$ cat src/rtl/pulse_gen_pkg.sv
// Shared definitions for the pulse burst generator: FSM state encoding and default widths.
package pulse_gen_pkg;

  typedef enum logic [1:0] {
    ST_IDLE = 2'd0,
    ST_RUN  = 2'd1,
    ST_FIN  = 2'd2
  } state_t;

  localparam int PER_W_DEF = 16;
  localparam int LEN_W_DEF = 16;
  localparam int CO_W_DEF  = 16;

endpackage

$ cat src/rtl/pulse_divider.sv
// Loadable down-counter that reloads itself on reaching zero; usable as a generic prescaler.
module pulse_divider #(
  parameter int W = 16
) (
  input  logic         clk,
  input  logic         rst,
  input  logic         load,
  input  logic [W-1:0] load_val,
  input  logic         en,
  output logic         tc
);

  localparam logic [W-1:0] ONE = 1;

  logic [W-1:0] count;
  logic [W-1:0] reload;
  logic [W-1:0] count_next;

  always_comb begin
    count_next = count;
    if (load)
      count_next = load_val;
    else if (en)
      count_next = (count == '0) ? reload : count - ONE;
  end

  // tc flags that the value being written this edge is zero, so a caller can
  // register its strobe in the same cycle the count lands on zero.
  assign tc = (load || en) && (count_next == '0);

  always_ff @(posedge clk) begin
    if (rst) begin
      count  <= '0;
      reload <= '0;
    end else begin
      count <= count_next;
      if (load)
        reload <= load_val;
    end
  end

endmodule

$ cat src/rtl/pulse_burst_gen.sv
// Generates a programmable burst of single-cycle count-enable pulses and counts returned carries.
module pulse_burst_gen
  import pulse_gen_pkg::*;
#(
  parameter int PER_W = PER_W_DEF,
  parameter int LEN_W = LEN_W_DEF,
  parameter int CO_W  = CO_W_DEF
) (
  input  logic             clk,
  input  logic             rst,
  input  logic             start,
  input  logic [PER_W-1:0] period,
  input  logic [LEN_W-1:0] burst_len,
  input  logic             cout_in,
  output logic             pulse_out,
  output logic             busy,
  output logic             done,
  output logic [LEN_W-1:0] pulse_cnt,
  output logic [CO_W-1:0]  cout_cnt
);

  localparam logic [PER_W-1:0] PER_ONE = 1;
  localparam logic [LEN_W-1:0] LEN_ONE = 1;
  localparam logic [CO_W-1:0]  CO_ONE  = 1;

  state_t           state;
  logic [LEN_W-1:0] len_q;
  logic [PER_W-1:0] period_eff;
  logic             accept;
  logic             div_load;
  logic             div_en;
  logic             div_tc;
  logic             last_issued;

  assign period_eff  = (period == '0) ? PER_ONE : period;
  assign accept      = (state == ST_IDLE) && start;
  assign div_load    = accept && (burst_len != '0);
  assign div_en      = (state == ST_RUN);
  assign last_issued = pulse_out && (pulse_cnt == len_q);

  pulse_divider #(.W(PER_W)) u_div (
    .clk      (clk),
    .rst      (rst),
    .load     (div_load),
    .load_val (period_eff - PER_ONE),
    .en       (div_en),
    .tc       (div_tc)
  );

  // With period 1 the divider is loaded with zero, so the first pulse
  // already goes out on the acceptance edge.
  always_ff @(posedge clk) begin
    if (rst) begin
      state     <= ST_IDLE;
      pulse_out <= 1'b0;
      busy      <= 1'b0;
      done      <= 1'b0;
      pulse_cnt <= '0;
      len_q     <= '0;
    end else begin
      case (state)
        ST_IDLE: begin
          pulse_out <= 1'b0;
          done      <= 1'b0;
          if (start) begin
            len_q <= burst_len;
            if (burst_len == '0) begin
              state     <= ST_FIN;
              done      <= 1'b1;
              busy      <= 1'b0;
              pulse_cnt <= '0;
            end else begin
              state     <= ST_RUN;
              busy      <= 1'b1;
              pulse_out <= div_tc;
              pulse_cnt <= div_tc ? LEN_ONE : '0;
            end
          end
        end
        ST_RUN: begin
          if (last_issued) begin
            state     <= ST_FIN;
            pulse_out <= 1'b0;
            busy      <= 1'b0;
            done      <= 1'b1;
          end else begin
            pulse_out <= div_tc;
            if (div_tc)
              pulse_cnt <= pulse_cnt + LEN_ONE;
          end
        end
        ST_FIN: begin
          state <= ST_IDLE;
          done  <= 1'b0;
        end
        default: begin
          state     <= ST_IDLE;
          pulse_out <= 1'b0;
          busy      <= 1'b0;
          done      <= 1'b0;
        end
      endcase
    end
  end

  // Carry counter runs in every state; an accepted start clears it even if a carry arrives that cycle.
  always_ff @(posedge clk) begin
    if (rst)
      cout_cnt <= '0;
    else if (accept)
      cout_cnt <= '0;
    else if (cout_in && (cout_cnt != '1))
      cout_cnt <= cout_cnt + CO_ONE;
  end

endmodule

$ cat config.mk
export PLATFORM = sky130hd
export DESIGN_NAME = pulse_burst_gen
export DESIGN_NICKNAME = d
export VERILOG_FILES = /design/src/rtl/pulse_gen_pkg.sv /design/src/rtl/pulse_divider.sv /design/src/rtl/pulse_burst_gen.sv
export SDC_FILE = /design/constraint.sdc
export NUM_CORES = 1
export LEC_CHECK = 0
export CAP_MARGIN = 0
export CORE_MARGIN = 2
export CORE_UTILIZATION = 35
export CTS_CLUSTER_DIAMETER = 100
export DETAILED_ROUTE_END_ITERATION = 8
export GPL_TIMING_DRIVEN = 0
export SLEW_MARGIN = 20
export SYNTH_ARGS = -nofsm -noshare
export SYNTH_HDL_FRONTEND = slang
export SYNTH_SLANG_ARGS = --single-unit
$ cat constraint.sdc
create_clock -name clk -period 13.12 [get_ports clk]
set_input_delay 3.936 -clock clk [delete_from_list [all_inputs] [get_ports clk]]
set_output_delay 3.936 -clock clk [all_outputs]
set_load 0.05 [all_outputs]
Word level (Yosys, flattened, before mapping) --
Index checks and enable logic that the tools add are counted.
Word-level totals: register bits 85, latch bits 0, memory bits (writable) 0, memory bits (read-only) 0, output and inout port bits 35, logic and storage cells 66, memories 0
Cells by class: add/subtract/negate cells 4, multiply operators 0, divide/modulo/power cells 0, magnitude comparators 0, eq/ne operators 8, shift operators 0, muxes and demuxes 26, bitwise operators 1, reduce and logical (&&, ||, !) cells 18
Operator list (count):
- two-way mux 16 bit | 7
- zero test 16 bit | 4
- adder 16 x 1 -> 16 bit (second input constant) | 2
- case mux 16 bit (2 select lines) | 1
- subtractor 16 x 1 -> 16 bit (second input constant) | 2
- == test 16 bit | 1
- inequality test 16 bit (second input constant) | 1
- nonzero test 16 bit | 1
- two-way mux 1 bit | 11
- inequality test 2 bit (second input constant) | 4
- two-way mux 2 bit | 3
- case mux 1 bit (3 select lines) | 2
- logical AND 1 bit | 5
- case mux 2 bit (2 select lines) | 1
- AND reduction 2 bit | 2
- AND reduction 4 bit | 1
- AND reduction 3 bit | 1
- == test 2 x 1 -> 1 bit (second input constant) | 1
- == test 2 bit (second input constant) | 1
- zero test 2 bit | 1
- case mux 1 bit (2 select lines) | 1
- nonzero test 2 bit | 1
- OR reduction 2 bit | 1
- logical OR 1 bit | 1
- NOT 1 bit | 1

Logic depth before layout (Yosys ltp) --
depth after elaboration 10, gate-level depth with buffers 17, gate-level depth less buffers 14

By module --
A second synthesis with hierarchy kept.
Second synthesis, totals: cell total of the unflattened synthesis 631, area total of the unflattened synthesis 5067.4 µm²
Modules (own cells, without submodules):
- pulse_burst_gen | times used 1, cells an instance 409, area each 3169.3 µm², sequential area each 1061.0 µm²
- pulse_divider | times used 1, cells an instance 222, area each 1898.1 µm², sequential area each 640.6 µm²

Least setup slack after synthesis --
No wires, ideal clock.
kind input -> register, from input port period[4], to register pulse_cnt[6], data arrival time 7.138 ns, data required time 12.988 ns, slack 5.850 ns, stages 15, path through clkbuf_1 -> nor4_1 -> nand4_1 -> nor2_1 -> nor2_1 -> ha_1 -> or4b_2 -> o31ai_1 -> a21oi_1 -> a311oi_1 -> nor3b_1 -> nand4_2 -> or4b_1 -> o21ai_0 -> a21oi_1
On the way: word-level cells in the longest chain between the ends 8
Ends and longest elaborated chain:
- start: declaration | RTL line pulse_burst_gen.sv:12 | input logic [PER_W-1:0] period,
- zero test 16 bit | RTL line pulse_burst_gen.sv:35 | assign period_eff = (period == '0) ? PER_ONE : period;
- two-way mux 16 bit | RTL line pulse_burst_gen.sv:35
- subtractor 16 x 1 -> 16 bit | RTL line pulse_burst_gen.sv:45 | .load_val (period_eff - PER_ONE),
- via u_div.load_val[0] | RTL line pulse_divider.sv:8 | input logic [W-1:0] load_val,
- two-way mux 16 bit | RTL line pulse_divider.sv:21 | if (load)
- zero test 16 bit | RTL line pulse_divider.sv:29 | assign tc = (load || en) && (count_next == '0);
- logical AND 1 bit | RTL line pulse_divider.sv:29
- inequality test 2 bit (no source line)
- AND reduction 4 bit (no source line)
- end signal: assignment | RTL line pulse_burst_gen.sv:76 | pulse_cnt <= div_tc ? LEN_ONE : '0;
- end signal: assignment | RTL line pulse_burst_gen.sv:89 | pulse_cnt <= pulse_cnt + LEN_ONE;
- end: declaration | RTL line pulse_burst_gen.sv:18 | output logic [LEN_W-1:0] pulse_cnt,
The timed path passes the listed nets, and every way through them passes these cells. A chain may end at the register's enable or synchronous reset.

Worst setup path in the final report --
from input port start, to register pulse_cnt[10]
On the way: word-level cells in the longest chain between the ends 7, elaborated cells between the ends (all ways) 9, classes of those cells eq/ne (2); mux (1); reduce/logical (6)
Ends and longest elaborated chain:
- start: declaration | RTL line pulse_burst_gen.sv:11 | input logic start,
- logical AND 1 bit | RTL line pulse_burst_gen.sv:36 | assign accept = (state == ST_IDLE) && start;
- logical AND 1 bit | RTL line pulse_burst_gen.sv:37 | assign div_load = accept && (burst_len != '0);
- two-way mux 16 bit | RTL line pulse_divider.sv:21
- zero test 16 bit | RTL line pulse_divider.sv:29
- logical AND 1 bit | RTL line pulse_divider.sv:29
- inequality test 2 bit (no source line)
- AND reduction 4 bit (no source line) *
Every way passes the cells marked *; elsewhere a longest branch is shown, timed or not.

==> flow_summary.ini <==
[run_status]
status = complete, no violations

[yosys]
synth-compound-area-share_pct = 17.6
syn_area_mm2 = 0.00475
synth_area_leader_cell = dfxtp_1
synth_edf_count = 0
synth.mux.area_fraction_pct = 2.63
synth_simple_gate_area_share_pct = 30.3
synth_top_family_by_area = simple AND/OR/NAND/NOR gates
synth.avg_cell_area_um2 = 7.98
synth_xor_xnor_area_share_pct = 7.38
synthAdderAreaFrac_pct = 1.32
synth.area.top_cells = dfxtp_1 (36%), nand2_1 (5.8%), a21oi_1 (5.5%), xnor2_1 (5.2%), nor2_1 (5.1%)
ys.flop_type = dfxtp_1
synth_fp_nets = 636
yosysTopAreaCellShare_pct = 35.8
synth_warnings = 0
ys_ff_latch = 85
async_flop_share_pct = 0
ys_seq_area_share_pct = 35.8
netlist_instances = 595
yosysUniqueCellTypes = 69

[floorplanning]
die_area_mm2 = 0.0145
core_area_mm2 = 0.0132
die_w_um = 120
start_util_pct = 35.9
num_rows = 42
die_h_um = 120
ioPinCount = 71

[place]
place_area_mm2 = 0.00566
numPortBuffers = 69
dp_hpwl_mm = 10.8
place_congestion = 0.929
dp_worst_setup_slack_ns = 4.58

[critical_path]
crit_fanout = 10
crit_chain = clkdlybuf4s50_1 > nor3b_1 > o41a_1 > clkbuf_1 > nor2_1 > a211oi_2 > or4b_1 > or3_1 > buf_6 > nor3_4 > buf_6 > a31oi_1 > a41o_1
crit_family = simple AND/OR/NAND/NOR gates
path_class = input pin to flop
cp_data_required_time_ns = 13.37
critical_path.slowest_cell = nor3b_1
slowest_delay_ns = 0.78
end_kind = flop
path_buf_inv = 4
startpoint_type = input pin
worst_path_most_repeated_cell = buf_6
critPathArrivalTime_ns = 8.33

[timing]
skew_ns = 0.00973
fmax_mhz = 124
slew_viol_final = 0
whs_ns = 0.455
layout_setup_ws_ns = 5.04
fin_crit_sh_pct = 61.6
worstMarginPinSlew_ns = 0.938
setup_viol = 0
slew_headroom_pct = 37.3
tns_ns = 0
hold_viol_final = 0
rsz0062_at_grt = no
period_minus_slack_ns = 8.08

[final_layout]
fin_area_mm2 = 0.00598
diodes = 0
drive_gt1_share_pct = 6.18
area_growth_pct = 25.8
seqCellArea_mm2 = 0.00170
fillers = 1355
multi_input_area_mm2 = 0.00281
final_nets = 716

[power_and_ir_drop]
power_uw = 752
power_density_mw_per_mm2 = 126
power.leakage_nw = 2.04
worst_ir_drop_vdd_mv = 0.0807

[detailed_routing]
vias = 4746
drt_iter0_drc = 314
drt-pass1-iter-count = 7
vias_per_cell = 5.54
antenna_left = 0
wl_mm = 14.2
wire_per_inst_um = 16.6
drc_errors = 0

[flow_run]
maxCapViolations = 0

[clock_tree]
clkLatencyLatePin_ns = 0.35
path_clk_slew_ns = 0.07
cts_resized = 0
cts_tree = yes
cts_max_path_buffers = 2
cts_setup_buffers = 0
hold_buffers = 0
cts_max_level = 3
clock-sinks = 85
cts_root_buffer = clkbuf_16
numCtsBuffers = 9

[global_route]
gr-usage-met2_pct = 34.5
use_met3_pct = 2.50
track_usage_pct = 19.8
grt_max_degree = 15
busiest_layer = met2
grt_overflow = 0
met1_usage_pct = 24.9
antenna_found_initial = 0
grt_pass1_vias = 4491
grt_pass1_wl_mm = 22.7

[hold_path]
hold_class = flop to flop
## layer usage
| metal | routed length (um) | vias to the layer above | part of all wire [%] |
|---|---|---|---|
| li1 | - | 2329 | - |
| met1 | 6330 | 2261 | 45 |
| met2 | 6920 | 134 | 49 |
| met3 | 586 | 22 | 4.1 |
| met4 | 342 | 0 | 2.4 |
| met5 | 0 | - | 0 |
## logic make-up (layout without fill, tap and decap cells)
group,after synthesis,in the layout
AND/OR/NAND/NOR,274,274
AO/OA/AOI/OAI,127,127
flip-flops,85,85
buffers and inverters,52,137
XOR/XNOR,40,40
multiplexers,12,12
adder cells (fa/ha/maj),5,5
## worst paths after layout
path	cells past startpoint	slack, ns	to	startpoint
setup / recovery	13	5.04	pulse_cnt[10]	start
hold / removal	2	0.45	u_div.reload[5]	u_div.reload[5]
setup reg to reg	12	8.77	pulse_cnt[10]	state[0]
hold reg to reg	2	0.45	u_div.reload[5]	u_div.reload[5]
## cell usage in the layout, fill, tap and decap left out, types with 16 or more instances in the layout
cell type	instances
a21oi_1	52
dfxtp_1	85
nor2_1	64
o21ai_0	16
nor4_1	21
nand2_1	74
clkbuf_1	27
clkdlybuf4s50_1	69
or4_1	16
xnor2_1	28
inv_1	17
nand3_1	19
## worst register-to-register path, cell delays in order, from the launching register on
cell	delay, ns
dfxtp_1	0.36
nor3b_1	0.77
o41a_1	0.27
clkbuf_1	0.48
nor2_1	0.32
a211oi_2	0.31
or4b_1	0.54
or3_1	0.35
buf_6	0.15
nor3_4	0.21
buf_6	0.19
a31oi_1	0.08
a41o_1	0.21
## through the flow
step                      util (%)  std cells
after floorplan                  -        595
after global placement        42.7        840
after detailed placement      42.7        840
after CTS                     45.1        856
after global routing          45.1        856
final                         45.1        856
## registers in the layout (all words and copies together), names as in the netlist
register and count:
state 2, pulse_cnt 16, len_q 16, cout_cnt 16, u_div.reload 16, pulse_out 1, u_div.count 16, busy 1
done 1
## area by class of cell
type | count | share of cell area [%]
multi-input combinational | 458 | 47.1
sequential | 85 | 28.5
timing repair buffer | 69 | 11.6
clock buffer | 11 | 3.89
tap | 176 | 3.68
buffer | 35 | 2.87
clock inverter | 5 | 1.40
inverter | 17 | 1.07
## cells in the mapped netlist, types with 12 or more instances
cell type,number
clkbuf_1,25
nor3_1,12
nor2_1,64
nand4_1,13
a21oi_1,52
xnor2_1,28
o21ai_0,16
xor2_1,12
nor4_1,21
nand2_1,74
or3_1,14
inv_1,17
or4_1,16
dfxtp_1,85
nand3_1,19
## report_power, final
part	leakage (nW)	switching, mW	internal, mW
Clock	0.146	0.109	0.168
Sequential	0.694	0.0145	0.274
Combinational	1.20	0.114	0.0731
(Power assumes the default switching activity.)
